==> src/rtl/systolic_seq_ctrl.sv <==
// systolic_seq_ctrl: sequencer for an ARRAY_N x ARRAY_N output-stationary
// systolic MAC array. Each job clears the accumulators for one cycle, then
// runs k + 2*(ARRAY_N-1) accumulate/shift cycles so that the skewed operand
// wavefront fully drains. Results stay frozen in DONE until res_ack.
// Optional build macro: SYSTOLIC_SEQ_CTRL_PERF_EN adds the perf_jobs and
// perf_busy_cycles counters.
module systolic_seq_ctrl #(
    parameter int ARRAY_N = 4,
    parameter int K_MAX   = 16,
    parameter int CNT_W   = $clog2(K_MAX + 2 * ARRAY_N)
) (
    input  logic             clk,
    input  logic             rst,
    input  logic             start,
    input  logic [CNT_W-1:0] k_len,
    input  logic             abort,
    input  logic             res_ack,
    output logic             busy,
    output logic             done,
    output logic             cfg_err,
    output logic             acc_rst,
    output logic             acc_en,
    output logic             shift_en_right,
    output logic             shift_en_down,
    output logic [CNT_W-1:0] feed_step,
    output logic [CNT_W-1:0] feed_len
`ifdef SYSTOLIC_SEQ_CTRL_PERF_EN
    ,
    output logic [31:0]      perf_jobs,
    output logic [31:0]      perf_busy_cycles
`endif
);

    typedef enum logic [1:0] {
        ST_IDLE  = 2'd0,
        ST_CLEAR = 2'd1,
        ST_RUN   = 2'd2,
        ST_DONE  = 2'd3
    } state_t;

    localparam logic [CNT_W-1:0] K_MAX_C = CNT_W'(K_MAX);
    // Skew drain length minus one: the last RUN step is k + SKEW_M1.
    localparam logic [CNT_W-1:0] SKEW_M1 = CNT_W'(2 * (ARRAY_N - 1) - 1);

    state_t           state_reg, state_next;
    logic [CNT_W-1:0] k_reg, k_next;
    logic [CNT_W-1:0] step_reg, step_next;
    logic             cfg_err_reg, cfg_err_next;

    logic             k_over;
    logic [CNT_W-1:0] k_clamped;
    logic [CNT_W-1:0] run_last;

    assign k_over    = (k_len > K_MAX_C);
    assign k_clamped = k_over ? K_MAX_C : k_len;
    // Only used in RUN, where k_reg + SKEW_M1 never exceeds the counter range.
    assign run_last  = k_reg + SKEW_M1;

    // State, latched depth, step counter and clamp flag registers.
    always_ff @(posedge clk) begin
        if (rst) begin
            state_reg   <= ST_IDLE;
            k_reg       <= '0;
            step_reg    <= '0;
            cfg_err_reg <= 1'b0;
        end else begin
            state_reg   <= state_next;
            k_reg       <= k_next;
            step_reg    <= step_next;
            cfg_err_reg <= cfg_err_next;
        end
    end

    // Next-state logic; abort always wins over start/res_ack.
    always_comb begin
        state_next   = state_reg;
        k_next       = k_reg;
        step_next    = step_reg;
        cfg_err_next = 1'b0;
        case (state_reg)
            ST_IDLE: begin
                step_next = '0;
                if (start && !abort) begin
                    state_next   = ST_CLEAR;
                    k_next       = k_clamped;
                    cfg_err_next = k_over;
                end
            end
            ST_CLEAR: begin
                step_next = '0;
                if (abort)
                    state_next = ST_IDLE;
                else if (k_reg == '0)
                    state_next = ST_DONE;
                else
                    state_next = ST_RUN;
            end
            ST_RUN: begin
                if (abort) begin
                    state_next = ST_IDLE;
                    step_next  = '0;
                end else if (step_reg == run_last) begin
                    state_next = ST_DONE;
                    step_next  = '0;
                end else begin
                    step_next = step_reg + CNT_W'(1);
                end
            end
            ST_DONE: begin
                step_next = '0;
                if (abort || res_ack)
                    state_next = ST_IDLE;
            end
            default: begin
                state_next = ST_IDLE;
                step_next  = '0;
            end
        endcase
    end

    // Moore outputs decoded from the current state.
    always_comb begin
        busy           = (state_reg != ST_IDLE);
        done           = (state_reg == ST_DONE);
        acc_rst        = (state_reg == ST_CLEAR);
        acc_en         = (state_reg == ST_RUN);
        shift_en_right = (state_reg == ST_RUN);
        shift_en_down  = (state_reg == ST_RUN);
        cfg_err        = cfg_err_reg;
        feed_step      = step_reg;
        feed_len       = k_reg;
    end

`ifdef SYSTOLIC_SEQ_CTRL_PERF_EN
    logic perf_job_inc;
    assign perf_job_inc = (state_next == ST_DONE) && (state_reg != ST_DONE);

    // Saturating job and busy-cycle counters; aborted work still counts as busy.
    always_ff @(posedge clk) begin
        if (rst) begin
            perf_jobs        <= '0;
            perf_busy_cycles <= '0;
        end else begin
            if (perf_job_inc && (perf_jobs != '1))
                perf_jobs <= perf_jobs + 32'd1;
            if (busy && (perf_busy_cycles != '1))
                perf_busy_cycles <= perf_busy_cycles + 32'd1;
        end
    end
`endif

endmodule
==> config.mk <==
export PLATFORM = sky130hd
export DESIGN_NAME = systolic_seq_ctrl
export DESIGN_NICKNAME = d
export VERILOG_FILES = /design/src/rtl/systolic_seq_ctrl.sv
export SDC_FILE = /design/constraint.sdc
export NUM_CORES = 1
export LEC_CHECK = 0
export ABC_AREA = 1
export CORE_UTILIZATION = 47
export DETAILED_ROUTE_END_ITERATION = 10
export PLACE_DENSITY_LB_ADDON = 0.2
export SETUP_SLACK_MARGIN = 0.4
export SLEW_MARGIN = 20
export SYNTH_ARGS = -nofsm -noshare
export SYNTH_HDL_FRONTEND = slang
export SYNTH_SLANG_ARGS = --single-unit
==> constraint.sdc <==
create_clock -name clk -period 3.2 [get_ports clk]
set_input_delay 0.96 -clock clk [delete_from_list [all_inputs] [get_ports clk]]
set_output_delay 0.96 -clock clk [all_outputs]
set_load 0.05 [all_outputs]
Word-level counts from Yosys, hierarchy flattened
Cells that the tools add are included.
Word-level totals
  bits in registers: 13
  input port bits: 10
Operators by class
  magnitude comparators: 1
  reductions and logical operators: 10
  $add $sub $neg: 2
  mux-type cells: 11
  eq/ne operators: 7
  bitwise gates (word level): 2
Operator list (count)
  two-way mux 5 bit: 3
  two-way mux 2 bit: 5
  case mux 5 bit (2 select lines): 1
  case mux 2 bit (4 select lines): 1
  OR reduction 3 bit: 2
  adder 5 x 1 -> 5 bit (second input constant): 1
  adder 5 x 3 -> 5 bit (second input constant): 1
  equality test 5 bit: 1
  > comparator 5 bit (second input constant): 1
  logical NOT 5 bit: 1
  equality test 2 bit (second input constant): 2
  inequality test 3 x 2 -> 1 bit (second input constant): 1
  AND reduction 3 bit: 1
  equality test 2 x 1 -> 1 bit (second input constant): 1
  logical NOT 2 bit: 1
  inequality test 2 x 1 -> 1 bit (second input constant): 1
  inequality test 2 bit (second input constant): 1
  NOT 1 bit: 2
  AND reduction 2 bit: 1
  nonzero test 2 bit: 1
  logical AND 1 bit: 1
  logical NOT 1 bit: 1
  logical OR 1 bit: 1
  two-way mux 1 bit: 1

Depth between registers and ports, before layout
Gate-level depths: netlist (run 1).
  word-level depth: 5
  gate-level depth with buffers: 12
  depth with buffers taken out: 12

Worst setup path before layout (run 1)
Ideal clock, no wire load.
  kind: reg2out
  start point: reg state_reg[1]
  end point: out shift_en_down
  slack: 0.671 ns
  cell stages (with the launch flop): 4
  arrival time: 1.569 ns
  cells stage by stage: dfxtp_1 -> inv_1 -> nor2_1 -> buf_4
Between the ends
  word-level cells in the longest chain between the ends: 1
RTL lines
  start, declared: RTL line 45  | state_t state_reg, state_next;
  start signal, assigned: RTL line 67  | state_reg <= state_next;
  equality test 2 bit
  end, declared: RTL line 24  | output logic shift_en_down,
No other way between the ends.

Worst setup path after layout (run 1)
  start point: reg state_reg[0]
  end point: out done
Between the ends
  word-level cells in the longest chain between the ends: 1
RTL lines
  equality test 2 bit: RTL line 124  | done = (state_reg == ST_DONE);
  end, declared: RTL line 19  | output logic done,
No other way between the ends.

==> summary by stage, run 1 <==
Synth
By area, the combinational part of the netlist is dominated by simple AND/OR/NAND/NOR gates. The synthesized netlist cell count is 116. The Yosys warning count is 0. After Yosys synthesis, full adders, half adders and majority gates account for 4.615% of the synthesized area.

After Yosys synthesis, and, or, nand and nor cells account for 35.54% of the synthesized area. The complex-gate fraction of the synthesized area is 7.846%. The sequential fraction of the synthesis area is 32.00%. Sorting the synthesized cells by area gives the leading types as sky130_fd_sc_hd__dfxtp_1 32%, sky130_fd_sc_hd__nand2_1 14%, sky130_fd_sc_hd__inv_1 8.8%. The synthesized netlist devotes 7.538% of its cell area to XOR and XNOR gates. The distinct cell type count of the synthesized netlist is 24. The synthesized netlist net count is 129. A synthesized cell averages 7.011 sq um.

The post-synthesis sequential element count is 13. Multiplexer cells account for 0% of the synthesized area. Summed over all instances, the cell type with the most area after synthesis is sky130_fd_sc_hd__dfxtp_1.

The area of the mapped netlist is 813.3 sq um. The share of the synthesized area in the top cell type is 32.00%.

STA
The final hold violation count is 0. The worst clock skew is 0.003839 ns. The hold slack is 0.5148 ns.

The number of slew-limit violations in the final report is 0. The transition time of the tightest slew-check pin is 0.5039 ns. The maximum achievable frequency is 373.2 MHz. The worst path uses 83.73% of the clock period.

The total of endpoints with negative setup slack in the final report is 0. Headroom to the max-slew limit came out at 66.35%. The setup TNS is 0 ns. The final period demand of the worst path is 2.679 ns.

Setup repair after global routing left no endpoint under its margin.

Floorplanning
The die area is 1901 sq um. The floorplan step defined a core boundary enclosing 1559 sq um. The floorplan step set the die height to 43.60 microns. The number of ports placed on the die boundary is 27. The floorplan has 14 rows. The floorplan step set the die width to 43.60 microns. Once the floorplan was initialized, standard cells occupied 52.17% of the core.

Outcome
The flow ran to the end, but the final reports show violations. The final reports fail on DRC.

CTS
The total clock buffers created by CTS is 3. CTS built an H-tree with a depth of 1. Clock latency on the worst-skew pair, taken at its later pin, is 0.27 ns. The number of buffers added to fix hold violations after cts is 0. The cell at the root of the clock tree is sky130_fd_sc_hd__clkbuf_4.

Clock-pin slew was measured on the worst setup and hold paths at 0.08 ns. Post-CTS repair changed the size of 0 cells. Counting every sink on the clock net gives 13. The longest clock path from root to sink contains 2 buffers.

TritonCTS built the clock tree. After clock tree synthesis, the setup repair step added 0 buffers.

Detailed routing
The count of TritonRoute iterations in the first routing pass is 7. After detailed routing, the number of remaining DRC violations is 3. In the routed layout, each cell is associated on average with a via count of 5.025. The total length of routed wires is 1.729 mm. The remaining number of nets flagged by the antenna check after routing is 0. After detailed routing, the average wire length per cell comes to 10.87 microns. The routed layout has 799 vias. The violation count after the first detailed-routing iteration is 15.

Min path
The type of the worst min-delay path is register to register. The start point of the worst hold path is feed_step[0].

Power and ir drop
Across the VDD grid, the largest voltage drop is 282.1 uV. The power after layout is 514.5 uW. For this design the static power due to leakage is 0.0005177 uW. For this design the ratio of total power to cell area is 464.1 nW/um^2.

Global routing
The residual overflow from global routing is 0. The number of antenna violations at the first check in global routing is 0. In the global route stage, overall resource usage came out at 19.07%. The first global-routing pass estimated 2.691 mm of wire. The via count of the first global-routing pass is 661.

The largest net degree at the start of global routing is 10.

Setup path
The worst setup path is captured at a primary output. The type of origin of the critical path is a register. The most critical setup path has its startpoint at state_reg[0].

In this run the critical register-to-register path is launched from feed_len[0]. The largest fanout of any net on the critical path is 5. The worst endpoint required time is 2.24 ns. By startpoint and endpoint, the worst setup path is classified as register to primary output. For the worst setup path, the data arrival time is 1.72 ns.

Placed design
The routability congestion estimate is 0.8386. Once placement completed, the tool counted placed cells totaling 155. The count of buffers added on input and output ports is 26.

Once detailed placement completed, the half-perimeter wirelength came to 1.415 mm.

Finish
The post-route netlist has 10.49% of its cells at a drive strength greater than 1. The number of non-filler instances in the completed layout is 159. The area added between synthesis and finish is 36.31%. In the layout the commonest cells are 30 x sky130_fd_sc_hd__nand2_1, 23 x sky130_fd_sc_hd__clkdlybuf4s50_1, 19 x sky130_fd_sc_hd__inv_1, 13 x sky130_fd_sc_hd__dfxtp_1, 11 x sky130_fd_sc_hd__nor2_1.

The number of antenna diodes in the final layout is 0. Leaving out fill and tap cells, the most frequent cell in the layout is sky130_fd_sc_hd__nand2_1. For this run, the post-layout net count is 157.

Job
The max-cap violation count is 0.
[path summary, 6_finish.rpt]
kind | to | slack (ns) | cells after the start
min reg2reg | feed_step[0] | 0.51 | 1
min | feed_step[0] | 0.51 | 1
max | done | 0.52 | 3
max reg2reg | state_reg[1] | 1.58 | 10
[report_power, final]
group          internal, uW  switching [uW]  total [uW]
sequential              174            19.5         193
clock                  48.3            52.9         101
combinational          77.6             143         220
[synthesized netlist by cell type, drive strengths merged]
master and instances:
a211oi 3, a21oi 5, buf 3, clkinv 2, dfxtp 13, ha 3, inv 20, nand2 31
nand3 7, nand4 1, nor2 15, nor3 4, o21ai 1, o31ai 1, xnor2 3, xor2 4
[layer usage]
layer / global-route usage [%] / share of wire, % / routed length (microns)
met5: 0 / 0 / 0
met4: 9.375 / 1.7 / 29
met3: 3.750 / 4.5 / 78
met2: 32.54 / 51 / 881
met1: 22.62 / 43 / 740
[logic make-up (layout without fill, tap and decap cells)]
| kind of cell | after synthesis | count (layout) |
|---|---|---|
| AND/OR/NAND/NOR | 58 | 58 |
| buffers and inverters | 25 | 52 |
| flip-flops | 13 | 13 |
| AO/OA/AOI/OAI | 10 | 10 |
| XOR/XNOR | 7 | 7 |
| adder cells (fa/ha/maj) | 3 | 3 |
[metrics by stage]
stage | util (%) | setup WS [ns] | area, sq um
floorplan | - | 0.6711 | 813.3
global placement | 68.94 | 0.7587 | 1075
detailed placement | 68.94 | 0.7265 | 1075
CTS | 70.63 | 0.4198 | 1101
global route | 71.11 | 0.4127 | 1109
finish | 71.11 | 0.5207 | 1109
[worst max-delay path, stage by stage (launching register included)]
cell and delay, ns:
sky130_fd_sc_hd__dfxtp_1 0.47, sky130_fd_sc_hd__nand2_1 0.12, sky130_fd_sc_hd__clkinv_1 0.07, sky130_fd_sc_hd__clkdlybuf4s50_1 0.79
[area by class of cell]
cell class                 instances  area [sq um]
timing repair buffer              26         267.8
multi-input combinational         78         451.7
sequential                        13         260.3
inverter                          22         82.58
fill                             129         450.4
tap                               16         20.02
clock buffer                       4         26.28
(Power assumes the default switching activity.)
==> inputs of run 2 (changes only) <==
--- a/config.mk
+++ b/config.mk
@@ -6,7 +6,7 @@
 export NUM_CORES = 1
 export LEC_CHECK = 0
 export ABC_AREA = 1
-export CORE_UTILIZATION = 47
+export CORE_UTILIZATION = 44
 export DETAILED_ROUTE_END_ITERATION = 10
 export PLACE_DENSITY_LB_ADDON = 0.2
 export SETUP_SLACK_MARGIN = 0.4
==> constraint.sdc (replaced) <==
create_clock -name clk -period 2.65 [get_ports clk]
set_input_delay 0.795 -clock clk [delete_from_list [all_inputs] [get_ports clk]]
set_output_delay 0.795 -clock clk [all_outputs]
set_load 0.05 [all_outputs]
==> summary by stage, run 2 (synthesis gave the netlist of run 1 again) <==
Setup path
The data arrival at the endpoint of the critical path is 1.39 ns (-0.33 ns). The worst endpoint required time is 1.86 ns (-0.38 ns). The type of the worst setup path is register to primary output. The path length in cells of the critical path came to 1 (-2). The gate family responsible for the most delay along the worst path is buffers and inverters.

The critical path capture point is cfg_err. The sum of buffers and inverters on the critical path is 1 (-1). In this run the worst setup path begins at cfg_err.

The worst reg-to-reg path cell count is 10 (unchanged). The delay of the slowest critical-path stage is 0.80 ns (about the same). The launching point of the worst reg2reg path is feed_len[0]. Walking the worst path, the cells encountered are clkdlybuf4s50_1. STA classifies the critical path startpoint as a register. The register-to-register setup slack was 1.03 ns (-0.55 ns). STA classifies the critical path endpoint as a primary output. In this run the critical register-to-register path is captured at state_reg[1]. The slowest cell on the critical path is sky130_fd_sc_hd__clkdlybuf4s50_1. The largest fanout of any net on the critical path was 1 (-4).

Detailed routing
The total length of routed wires is 1.535 mm (-11%). The routed wire length per instance is 9.137 microns (-16%). The remaining routing DRC violations is 0 (-3). The total via count in the routed design is 755 (-5.5%). The violation count after the first detailed-routing iteration is 6 (-9). The remaining number of nets flagged by the antenna check after routing came to 0 (unchanged).

The count of TritonRoute iterations in the first routing pass came to 4 (-3). The via density per instance is 4.494 (-11%).

Floorplanning
The number of placement rows is 15 (+1). The number of ports placed on the die boundary is 27 (unchanged). The height of the die is 44.99 microns (+3.2%). The x dimension of the die is 44.99 microns (+3.2%). The core area is 1727 sq um (+11%). The die area is 2024 sq um (+6.5%).

The starting density of the core is 47.10% (-5.1 points).

CTS
The number of clock sinks seen by CTS is 13 (unchanged). The H-tree depth came to 1 (unchanged). The root buffer cell chosen for the clock tree is sky130_fd_sc_hd__clkbuf_4.

TritonCTS built the clock tree. The post-CTS setup-driven buffer insertion count was 0 (unchanged). The largest buffer count on any clock path is 2 (unchanged). The source-to-sink clock delay at the later pin of the worst-skew pair is 0.28 ns (about the same). The clock slew seen by the registers of the worst setup and hold paths came to 0.08 ns (about the same). The total clock buffers created by CTS is 3 (unchanged).

STA
The number of slew-limit violations in the final report is 0 (unchanged). The worst clock skew was 0.006467 ns (+0.002628 ns). The transition time of the tightest slew-check pin was 0.4903 ns (-0.01353 ns). The total of endpoints with negative setup slack in the final report is 0 (unchanged). The share of the clock period used by the worst path is 82.59%. The setup TNS is 0 ns (unchanged). The final worst-path setup slack is 0.4615 ns (-0.05925 ns). Setup repair after global routing left no endpoint under its margin. The final period demand of the worst path is 2.189 ns. Derived from the worst setup path, the maximum achievable clock frequency is 456.9 MHz. The headroom to the max-slew limit is 67.21% (+0.85 points). The final hold violation count is 0 (unchanged).

Global routing
The global router's overall resource usage came to 17.79% (-1.3 points). The global-route wire length before repair is 2.587 mm (-3.9%). The largest net degree at the start of global routing is 10 (unchanged).

The number of antenna violations at the first check in global routing is 0 (unchanged). The via count of the first global-routing pass came to 645 (-2.4%). The residual overflow from global routing came to 0 (unchanged).

Job
The max-cap violation count came to 0 (unchanged).

Placed design
The number of buffer cells added on primary ports is 26 (unchanged). The pre-CTS setup slack came to 0.3627 ns (-0.3638 ns). The routability congestion estimate is 0.8270 (-1.4%). The post-detailed-placement half-perimeter wirelength is 1.239 mm (-12%).

Power and ir drop
The leakage power total is 0.0005182 uW (about the same). The power after layout is 602.8 uW (+17%). The worst supply voltage drop on vdd is 432.5 uV (+53%). The power density over the cells was 555.7 nW/um^2 (+20%).

Finish
The ratio of cells with drive above 1 in the final layout was 15.38% (+4.9 points). The number of fill cells came to 165 (+28%). The number of inserted diodes is 0 (unchanged). Leaving out fill and tap cells, the most frequent cells in the layout are 30 x sky130_fd_sc_hd__nand2_1, 19 x sky130_fd_sc_hd__inv_1, 13 x sky130_fd_sc_hd__dfxtp_1. The net total in the final layout was 157 (unchanged). The post-layout utilization of the core is 62.83% (-8.3 points). The area added between synthesis and finish is 33.38%. The library cell used most frequently in the layout, excluding fill and tap cells, is sky130_fd_sc_hd__nand2_1.

Min path
The cell count of the worst hold path is 1 (unchanged). The type of the worst min-delay path is register to register.

Outcome
The run finished with clean final reports.
run 2: worst min path at each step:
stage                  from  slack [ns]      endpoint
6_report       feed_step[0]        0.51  feed_step[0]
5_1_grt        feed_step[0]        0.55  feed_step[0]
4_1_cts        feed_step[0]        0.52  feed_step[0]
3_5_place_dp   feed_step[0]        0.50  feed_step[0]
3_3_place_gp   feed_step[0]        0.48  feed_step[0]
2_1_floorplan  feed_step[0]        0.68  feed_step[0]
run 2: repair_timing:
item	in CTS	in global routing
resized for setup	22	6
hold buffers	0	0
setup endpoints to repair	16	4
run 2: final cells by class:
type | instances | area [sq um] | share of cell area (%)
Multi-Input combinational cell | 78 | 454.2 | 41.87
Sequential cell | 13 | 260.3 | 23.99
Timing Repair Buffer | 26 | 230.2 | 21.22
Inverter | 22 | 82.58 | 7.612
Tap cell | 25 | 31.28 | 2.884
Clock buffer | 4 | 26.28 | 2.422
run 2: power breakdown:
group	total (uW)	switching (uW)	internal (uW)
logic	247	170	76.4
registers	233	23.4	210
clock network	123	65.0	58.4
total	603	258	344
run 2: metrics by stage:
| stage | std cells | instance area, sq um | hold slack [ns] |
|---|---|---|---|
| floorplan | 116 | 815.8 | 0.6772 |
| global placement | 164 | 1089 | 0.4762 |
| detailed placement | 164 | 1089 | 0.5001 |
| CTS | 168 | 1102 | 0.5180 |
| global route | 168 | 1085 | 0.5499 |
| finish | 168 | 1085 | 0.5109 |
run 2: per-layer routing:
metal	track usage [%]	part of all wire (%)	up-vias
met5	0	0	-
met1	21.32	47	322
met3	3.600	3.6	4
met2	28.99	47	17
met4	10.91	2.5	0
li1	-	-	412
==> inputs of run 3 (changes only) <==
--- a/config.mk
+++ b/config.mk
@@ -6,7 +6,7 @@
 export NUM_CORES = 1
 export LEC_CHECK = 0
 export ABC_AREA = 1
-export CORE_UTILIZATION = 44
+export CORE_UTILIZATION = 40
 export DETAILED_ROUTE_END_ITERATION = 10
 export PLACE_DENSITY_LB_ADDON = 0.2
 export SETUP_SLACK_MARGIN = 0.4
==> constraint.sdc (replaced) <==
create_clock -name clk -period 2 [get_ports clk]
set_input_delay 0.6 -clock clk [delete_from_list [all_inputs] [get_ports clk]]
set_output_delay 0.6 -clock clk [all_outputs]
set_load 0.05 [all_outputs]
==> summary by stage, run 3 (synthesis gave the netlist of run 1 again) <==
CTS
The largest buffer count on any clock path is 2 (unchanged). The H-tree depth is 1 (unchanged). The clock slew seen by the registers of the worst setup and hold paths is 0.08 ns (about the same). TritonCTS built the clock tree. The number of buffers added to fix hold violations after cts was 0 (unchanged). The total clock buffers created by CTS is 3 (unchanged). The source-to-sink clock delay at the later pin of the worst-skew pair was 0.27 ns (about the same). CTS placed an instance of sky130_fd_sc_hd__clkbuf_4 at the clock tree root. The number of clock sinks seen by CTS came to 13 (unchanged).

Finish
The library cell used most frequently in the layout, excluding fill and tap cells, is sky130_fd_sc_hd__nand2_1. The number of inserted diodes is 0 (unchanged). In the layout the commonest cells are 29 x sky130_fd_sc_hd__nand2_1, 16 x sky130_fd_sc_hd__inv_1, 16 x sky130_fd_sc_hd__buf_4, 10 x sky130_fd_sc_hd__nor2_1, 7 x sky130_fd_sc_hd__clkdlybuf4s50_1. The number of fill cells is 155 (-6.1%). The ratio of cells with drive above 1 in the final layout is 35.14% (+20 points). The number of non-filler instances in the completed layout is 173 (+3.0%).

The area added between synthesis and finish is 49.85%. The net total in the final layout was 162 (+3.2%).

Detailed routing
The total via count in the routed design was 812 (+7.5%). The count of TritonRoute iterations in the first routing pass is 4 (unchanged). The routed wire length per instance was 10.24 microns (+12%). The via density per instance is 4.694 (+4.4%). The total length of routed wires is 1.771 mm (+15%). The remaining number of nets flagged by the antenna check after routing was 0 (unchanged). The violation count after the first detailed-routing iteration came to 23 (+17). The remaining routing DRC violations is 0 (unchanged).

Min path
The type of the worst min-delay path is register to register.

Power and ir drop
The power density over the cells was 770.5 nW/um^2 (+39%). The design internal power came to 564.5 uW (+64%). The switching power as a share of total power is 39.89% (-3.0 points). The worst supply voltage drop on vdd is 620.8 uV (+44%). The switching power total is 374.5 uW (+45%).

The clock group share of total power is 17.3% (-3.2 points). The part of the power in combinational logic is 49.0% (+8.1 points). The leakage power total is 0.0005689 uW (+9.8%). The part of the power in registers is 33.6% (-5.0 points).

STA
The share of the clock period used by the worst path is 83.31%. Setup repair after global routing could not meet its margin everywhere. The headroom to the max-slew limit came to 79.57% (+12 points).

The final worst-path setup slack is 0.3337 ns (-0.1278 ns). Subtracting the final worst setup slack from the clock period gives 1.666 ns. The transition time of the tightest slew-check pin was 0.3048 ns (-0.1856 ns). The final hold violation count is 0 (unchanged).

The total of endpoints with negative setup slack in the final report came to 0 (unchanged). The worst clock skew is 0.003104 ns (-0.003363 ns). The number of slew-limit violations in the final report came to 0 (unchanged). The maximum achievable frequency is 600.1 MHz. The setup TNS is 0 ns (unchanged).

Placed design
The total instance count after detailed placement was 164 (unchanged). The pre-CTS setup slack is 0.1338 ns (-0.2289 ns). The routability congestion estimate came to 0.8864 (+7.2%).

The post-detailed-placement half-perimeter wirelength is 1.308 mm (+5.6%). The number of buffer cells added on primary ports is 26 (unchanged).

Setup path
The data arrival at the endpoint of the critical path is 1.07 ns (-0.32 ns). The worst setup path is captured at a primary output. The type of the worst setup path is register to primary output.

The worst endpoint required time is 1.40 ns (-0.46 ns). The largest fanout of any net on the critical path is 4 (+3). The register-to-register setup slack is 0.52 ns (-0.51 ns).

The type of origin of the critical path is a register.

Outcome
The run finished with clean final reports.

Global routing
The global-route wire length before repair was 2.842 mm (+9.9%). The via count of the first global-routing pass is 699 (+8.4%). The global router's overall resource usage came to 18.51% (+0.72 points).

The residual overflow from global routing is 0 (unchanged). The number of antenna violations at the first check in global routing was 0 (unchanged). The largest net degree at the start of global routing is 10 (unchanged).

Floorplanning
The number of ports placed on the die boundary is 27 (unchanged). The die area is 2217 sq um (+9.6%). The height of the die is 47.09 microns (+4.7%).

The x dimension of the die came to 47.09 microns (+4.7%). The number of placement rows was 15 (unchanged). The core area came to 1821 sq um (+5.4%). The starting density of the core is 44.67% (-2.4 points).

Job
The max-cap violation count is 0 (unchanged).
[run 3: cell count changes in the layout (fill, tap and decap cells not counted), moves of 4 or more]
cell and change:
sky130_fd_sc_hd__dlygate4sd2_1 -10, sky130_fd_sc_hd__dfxtp_2 +6, sky130_fd_sc_hd__buf_12 +6, sky130_fd_sc_hd__clkbuf_2 -4, sky130_fd_sc_hd__dfxtp_1 -9, sky130_fd_sc_hd__buf_4 +16
[run 3: cell type report]
type,instances,area (sq um),share of cell area (%)
inverter,22,85.08,6.982
sequential,13,279.0,22.90
tap,25,31.28,2.567
multi-input combinational,78,461.7,37.88
clock buffer,4,26.28,2.156
timing repair buffer,31,335.3,27.52
[run 3: routing by layer]
layer,global-route usage [%],routed length [microns],vias up
met4,6.286,20,0
met2,30.83,903,28
met1,21.45,725,357
met3,7.692,122,4
met5,0,0,-
li1,-,-,423
[run 3: power by group through the flow]
stage	clock [uW]	combinational (uW)	sequential, uW
2_1_floorplan	0	232	350
6_report	163	460	316
3_5_place_dp	0	414	320
4_1_cts	168	429	318
5_1_grt	186	489	320
3_3_place_gp	0	412	318
[run 3: final timing paths]
check / end / startpoint / cells past startpoint
min: feed_step[0] / feed_step[0] / 1
min reg2reg: feed_step[0] / feed_step[0] / 1
max reg2reg: state_reg[1] / feed_len[0] / 10
max: busy / state_reg[1] / 4
[run 3: worst max-delay path, stage by stage (launching register included)]
cell,delay (ns)
sky130_fd_sc_hd__dfxtp_4,0.37
sky130_fd_sc_hd__buf_4,0.14
sky130_fd_sc_hd__nor2_4,0.09
sky130_fd_sc_hd__inv_2,0.06
sky130_fd_sc_hd__buf_12,0.14
[run 3: repair_timing]
action	4_1_cts	5_1_grt
endpoints found under the setup margin	6	15
pin swaps	2	3
setup buffers	1	4
gates resized for setup	5	10
[run 3: metrics by stage]
stage | utilization [%] | hold WS, ns | power (uW) | cell area, sq um
floorplan | - | 0.5683 | 581.8 | 837.1
global placement | 62.34 | 0.4735 | 730.1 | 1135
detailed placement | 62.34 | 0.5014 | 733.8 | 1135
CTS | 64.54 | 0.5147 | 914.9 | 1175
global route | 66.94 | 0.4971 | 994.0 | 1219
finish | 66.94 | 0.4729 | 939.0 | 1219
